**config.mk**
```make
export PLATFORM = sky130hd
export DESIGN_NAME = rev_add_seq
export DESIGN_NICKNAME = d
export VERILOG_FILES = /design/src/rtl/rev_add_seq.sv
export SDC_FILE = /design/constraint.sdc
export NUM_CORES = 1
export LEC_CHECK = 0
export BUFFER_PORTS_ARGS = -buffer_cell sky130_fd_sc_hd__buf_2
export CELL_PAD_IN_SITES_DETAIL_PLACEMENT = 0
export CELL_PAD_IN_SITES_GLOBAL_PLACEMENT = 1
export CORE_MARGIN = 1
export CORE_UTILIZATION = 26
export CTS_BUF_LIST = sky130_fd_sc_hd__clkbuf_8
export DETAILED_ROUTE_END_ITERATION = 10
export PLACE_DENSITY_LB_ADDON = 0.12
export SETUP_SLACK_MARGIN = 0.5
export SLEW_MARGIN = 20
export SYNTH_ARGS = -nofsm -noshare
export SYNTH_HDL_FRONTEND = slang
export SYNTH_SLANG_ARGS = --single-unit
export TNS_END_PERCENT = 20
```
**constraint.sdc**
```tcl
create_clock -name clk -period 1.8 [get_ports clk]
set_input_delay 0.09 -clock clk [delete_from_list [all_inputs] [get_ports clk]]
set_output_delay 0.09 -clock clk [all_outputs]
set_load 0.02 [all_outputs]
```
**src/rtl/rev_add_seq.sv**
```systemverilog
// rev_add_seq: sequencer for a dual-rail reversible ripple adder macro.
// Each operation runs three phases of SETTLE_CYCLES cycles each: forward compute,
// reverse uncompute and all-null. Sum and carry are captured at the end of the
// forward phase, and the operands recovered in the reverse phase are checked
// against the latched ones.
// Optional feature: define REV_GOLDEN_CHECK_EN to compare the sensed sum against
// a digital adder. Without it, gold_err is tied low.
module rev_add_seq #(
    parameter int unsigned WIDTH         = 16,
    parameter int unsigned SETTLE_CYCLES = 4
) (
    input  logic             clk,
    input  logic             rst_n,
    input  logic             start,
    input  logic [WIDTH-1:0] a_in,
    input  logic [WIDTH-1:0] b_in,
    input  logic             cin,
    output logic             ready,
    output logic             busy,
    output logic             done,
    output logic [WIDTH-1:0] sum_out,
    output logic             cout_out,
    output logic             rail_err,
    output logic             rev_err,
    output logic             gold_err,
    output logic [WIDTH-1:0] a_drv,
    output logic [WIDTH-1:0] a_not_drv,
    output logic [WIDTH-1:0] b_drv,
    output logic [WIDTH-1:0] b_not_drv,
    output logic             c0_drv,
    output logic             c0_not_drv,
    output logic             z_drv,
    output logic             z_not_drv,
    output logic [WIDTH-1:0] s_drv,
    output logic [WIDTH-1:0] s_not_drv,
    output logic             c15_drv,
    output logic             c15_not_drv,
    input  logic [WIDTH-1:0] s_sns,
    input  logic [WIDTH-1:0] s_not_sns,
    input  logic             c15_sns,
    input  logic             c15_not_sns,
    input  logic [WIDTH-1:0] a_b_sns,
    input  logic [WIDTH-1:0] a_not_b_sns,
    input  logic             c0_b_sns,
    input  logic             c0_not_b_sns
);

    localparam int unsigned CW = $clog2(SETTLE_CYCLES + 1);
    // The counter counts down to zero, so zero marks the last cycle of a phase.
    localparam logic [CW-1:0] CntLast = CW'(SETTLE_CYCLES - 1);

    typedef enum logic [2:0] {StIdle, StFwd, StRev, StNull, StDone} state_e;

    state_e           state_q, state_d;
    logic [CW-1:0]    cnt_q, cnt_d;
    logic [WIDTH-1:0] a_q, a_d, b_q, b_d, sum_q, sum_d;
    logic             cin_q, cin_d, cout_q, cout_d;
    logic             rail_err_q, rail_err_d, rev_err_q, rev_err_d;
    logic             phase_last;
    logic             accept;

    assign phase_last = (cnt_q == '0);
    assign accept     = (state_q == StIdle) && start;

    // Next-state logic: phase sequencing, operand latch, capture and checks.
    always_comb begin
        state_d    = state_q;
        cnt_d      = cnt_q;
        a_d        = a_q;
        b_d        = b_q;
        cin_d      = cin_q;
        sum_d      = sum_q;
        cout_d     = cout_q;
        rail_err_d = rail_err_q;
        rev_err_d  = rev_err_q;
        unique case (state_q)
            StIdle: begin
                if (start) begin
                    a_d        = a_in;
                    b_d        = b_in;
                    cin_d      = cin;
                    rail_err_d = 1'b0;
                    rev_err_d  = 1'b0;
                    cnt_d      = CntLast;
                    state_d    = StFwd;
                end
            end
            StFwd: begin
                if (phase_last) begin
                    sum_d  = s_sns;
                    cout_d = c15_sns;
                    // Equal rails on any bit means null or a collision.
                    if ((|(~(s_sns ^ s_not_sns))) || (c15_sns == c15_not_sns)) begin
                        rail_err_d = 1'b1;
                    end
                    cnt_d   = CntLast;
                    state_d = StRev;
                end else begin
                    cnt_d = cnt_q - 1'b1;
                end
            end
            StRev: begin
                if (phase_last) begin
                    if ((a_b_sns != a_q) || (a_not_b_sns != ~a_q) ||
                        (c0_b_sns != cin_q) || (c0_not_b_sns != ~cin_q)) begin
                        rev_err_d = 1'b1;
                    end
                    cnt_d   = CntLast;
                    state_d = StNull;
                end else begin
                    cnt_d = cnt_q - 1'b1;
                end
            end
            StNull: begin
                if (phase_last) begin
                    state_d = StDone;
                end else begin
                    cnt_d = cnt_q - 1'b1;
                end
            end
            StDone:  state_d = StIdle;
            default: state_d = StIdle;
        endcase
    end

    // State and datapath registers; reset returns to idle with null rails at once.
    always_ff @(posedge clk or negedge rst_n) begin
        if (!rst_n) begin
            state_q    <= StIdle;
            cnt_q      <= '0;
            a_q        <= '0;
            b_q        <= '0;
            cin_q      <= 1'b0;
            sum_q      <= '0;
            cout_q     <= 1'b0;
            rail_err_q <= 1'b0;
            rev_err_q  <= 1'b0;
        end else begin
            state_q    <= state_d;
            cnt_q      <= cnt_d;
            a_q        <= a_d;
            b_q        <= b_d;
            cin_q      <= cin_d;
            sum_q      <= sum_d;
            cout_q     <= cout_d;
            rail_err_q <= rail_err_d;
            rev_err_q  <= rev_err_d;
        end
    end

    // Rail drivers: null everywhere except in the phase that owns each rail pair.
    always_comb begin
        a_drv       = '0;
        a_not_drv   = '0;
        b_drv       = '0;
        b_not_drv   = '0;
        c0_drv      = 1'b0;
        c0_not_drv  = 1'b0;
        z_drv       = 1'b0;
        z_not_drv   = 1'b0;
        s_drv       = '0;
        s_not_drv   = '0;
        c15_drv     = 1'b0;
        c15_not_drv = 1'b0;
        if (state_q == StFwd) begin
            a_drv      = a_q;
            a_not_drv  = ~a_q;
            b_drv      = b_q;
            b_not_drv  = ~b_q;
            c0_drv     = cin_q;
            c0_not_drv = ~cin_q;
            z_not_drv  = 1'b1;
        end else if (state_q == StRev) begin
            s_drv       = sum_q;
            s_not_drv   = ~sum_q;
            c15_drv     = cout_q;
            c15_not_drv = ~cout_q;
        end
    end

    assign ready    = (state_q == StIdle);
    assign busy     = (state_q != StIdle);
    assign done     = (state_q == StDone);
    assign sum_out  = sum_q;
    assign cout_out = cout_q;
    assign rail_err = rail_err_q;
    assign rev_err  = rev_err_q;

`ifdef REV_GOLDEN_CHECK_EN
    logic             gold_err_q, gold_err_d;
    logic [WIDTH:0]   gold_sum;

    // Golden reference: compare the macro result with a digital adder.
    always_comb begin
        gold_sum   = {1'b0, a_q} + {1'b0, b_q} + {{WIDTH{1'b0}}, cin_q};
        gold_err_d = gold_err_q;
        if (accept) begin
            gold_err_d = 1'b0;
        end else if ((state_q == StFwd) && phase_last && (gold_sum != {c15_sns, s_sns})) begin
            gold_err_d = 1'b1;
        end
    end

    // Sticky golden mismatch flag.
    always_ff @(posedge clk or negedge rst_n) begin
        if (!rst_n) begin
            gold_err_q <= 1'b0;
        end else begin
            gold_err_q <= gold_err_d;
        end
    end

    assign gold_err = gold_err_q;
`else
    assign gold_err = 1'b0;
`endif

endmodule

```
==> reports/summary.txt <==
Clock Tree Buf Depth -> 2
slowest CP cell -> or3b_4
Core ar. -> 12,720 um^2
worst-skew pair later-pin latency -> 0.34 ns
placed cell area -> 4872 um^2
IR Drop Worst-Case VDD -> 0.8606 mV
CP cell instances -> or3b_4 > inv_8 > clkbuf_16 > and2_1 > buf_6
remaining antenna violation count -> 0
nets@finish -> 807
post-synthesis sequential area ratio -> 42.43%
Setup crit start kind -> register
HP Class -> in2reg
clock transition at the registers of the reported paths -> 0.06 ns
global-route wire length before repair -> 19.16 mm
EDFF count, synth -> 0
Routed WL -> 13.78 mm
Syn Inst Count -> 418
GR Overflow Total -> 0
CP max stage delay -> 0.46 ns
MaxCap Viol Count -> 0
Die Height -> 116.7 um
number of global-route vias before repair -> 3,822
DRC violations left -> 0
Mapped Avg Cell Area -> 8.184 um^2
Leakage -> 3.345 nW
worst path arrival time -> 1.71 ns
Boundary Pins -> 229
DR WL/cell -> 15.73 um
Tcrit/Tclk final -> 99.76%
Core Util, Final -> 53.43%
Yosys top cell by area -> dfrtp_1
layout cells sized above 1 -> 57.33%
Crit Path Max Fanout -> 6
status -> completed
TritonCTS clock tree -> done
combinational power share -> 69.7%
synth warn -> 0
RePlAce Congestion -> 0.7810
row cnt -> 41
initial antenna violation count -> 1
largest net degree at the start of global routing -> 59
Inserted Clock Buffers -> 9
unrepaired setup endpoints after global routing -> yes
pwr dens -> 1794 nW/um^2
NetSw -> 5.765 mW
Initial Util -> 26.89%
Synth Register Bits -> 58
Yosys cell types -> 38
PortBufs -> 226
drt initial violations -> 120
top_reg_cell synth -> dfrtp_1
DRT Pass-1 Iters -> 4
Clk pwr share -> 7.8%
fmax -> 556.9 MHz
H-Tree Depth -> 3
most frequent cells in the layout -> buf_2, buf_6, nand2_1, dfrtp_1, dlygate4sd3_1
Total Neg Setup Slack -> 0 ns
pre-CTS setup slack -> -0.1358 ns
skew final -> 0.005427 ns
Final Hold Vio Count -> 0
CTS root buf -> clkbuf_8
Mapped Area -> 3421 um^2
top-area cell type share of the netlist area -> 42.43%
DIE AREA -> 13,620 um^2
Die Width -> 116.7 um
most common cell after layout, fill and taps aside -> buf_2
Area Overhead vs Synth -> 98.72%
CTS sink cnt -> 58
Vias -> 3,939
Async S/R FF share, synth -> 100.0%
via/cell ratio -> 4.497
Switching Share -> 47.27%
Cell Int Power -> 6.432 mW
final number of max-transition violations -> 0
Hold WS -> 0.02324 ns
crit end category -> primary output
Post-DP HPWL -> 8.910 mm
Filler Cell Count -> 1,175
worst endpoint required time -> 1.71 ns
CP Class -> reg2out
Reg power frac -> 22.5%
final worst setup slack -> 0.004379 ns
ranking of synthesized cells by area -> dfrtp_1, nand2_1, nor2_1
design area -> 6798 um^2
Final setup viols -> 0
GR Util All Layers -> 18.76%
post-route minimum period -> 1.796 ns
## synth_stat cells, types with 2 or more instances
cell type / instances
nor3_1: 4
a2111oi_0: 2
buf_2: 6
nor4_1: 2
xor2_1: 25
o2111ai_1: 2
nand4_1: 4
nand2_1: 109
xnor2_1: 9
a21oi_1: 12
buf_1: 3
nand2b_1: 6
dfrtp_1: 58
and2_1: 34
o21ai_0: 3
nor2_1: 63
buf_4: 2
ha_1: 2
and3_1: 17
mux2_2: 17
clkbuf_1: 12
inv_1: 6
nor2b_1: 5
## per-layer routing
| layer | GRT usage, % | part of all wire (%) | vias to the layer above |
|---|---|---|---|
| met5 | 0 | 0 | - |
| li1 | - | - | 1911 |
| met2 | 34.28 | 50 | 159 |
| met4 | 6.329 | 1.3 | 0 |
| met3 | 3.529 | 6.1 | 14 |
| met1 | 21.92 | 42 | 1855 |
## kinds of logic after synthesis
kind of cell               count (synthesis)  share of synthesized area [%]
buffers and inverters                     30                          3.950
muxes                                     17                          5.596
adders and majority gates                  2                         0.7314
and+or+nand+nor                          251                          33.72
other                                      1                         0.1096
xor gates and xnor gates                  34                          8.705
DFF                                       58                          42.43
AOI/OAI and AO/OA                         25                          4.755
## area by class of cell
cell class	instances	area, um^2	area share [%]
Timing Repair Buffer	295	2487	36.59
Clock inverter	4	16.27	0.2393
Multi-Input combinational cell	331	2470	36.33
Clock buffer	9	123.9	1.822
Tap cell	172	215.2	3.166
Antenna cell	1	2.502	0.03681
Sequential cell	58	1453	21.37
Inverter	6	30.03	0.4417
## per-stage QoR
step | cells | total power [mW]
after CTS | 872 | 10.74
after detailed placement | 813 | 8.277
after global placement | 813 | 8.228
after floorplan | 419 | 6.101
final | 876 | 12.20
after global routing | 875 | 12.98
## worst max-delay path: cells and delay by family (launching register included)
kind / cells / cell delay [ns]
flops: 1 / 0.39
simple gates: 2 / 0.60
buf+inv: 3 / 0.38
## sequential cells by signal, indices dropped and copies added (netlist names)
register  cells
b_q          16
cin_q         1
sum_out      16
rail_err      1
a_q          16
state_q       3
cout_out      1
rev_err       1
cnt_q         3
## power by group through the flow
stage,Clock [mW],Combinational (mW),Sequential (mW)
2_1_floorplan,0,3.46,2.64
3_3_place_gp,0,5.72,2.51
3_5_place_dp,0,5.75,2.53
4_1_cts,0.992,7.14,2.61
5_1_grt,1.04,9.08,2.86
6_report,0.951,8.50,2.74
## timing repair
| action | in CTS | in global routing |
|---|---|---|
| hold buffers | 45 | 0 |
| buffers inserted | 1 | 0 |
| gates resized for setup | 171 | 206 |
| pin swaps | 22 | 55 |
| endpoints found under the hold margin | 102 | 0 |
| endpoints found under the setup margin | 161 | 161 |
| gates cloned | 0 | 3 |
## worst paths after layout
path,to,start,slack (ns),cells after the start
worst max-delay path,b_drv[3],state_q[2]$_DFFE_PN0P_,0.004,5
worst min-delay path,sum_out[7]$_DFFE_PN0P_,s_sns[7],0.02,2
worst max register to register,rev_err$_DFFE_PN0P_,a_q[11]$_DFFE_PN0P_,0.02,5
worst min register to register,cnt_q[0]$_DFFE_PN0P_,cnt_q[0]$_DFFE_PN0P_,0.48,1
max in group asynchronous,a_q[11]$_DFFE_PN0P_,rst_n,1.23,3
min in group asynchronous,b_q[7]$_DFFE_PN0P_,rst_n,0.30,3
No activity file was read; power rests on OpenSTA's default activity.
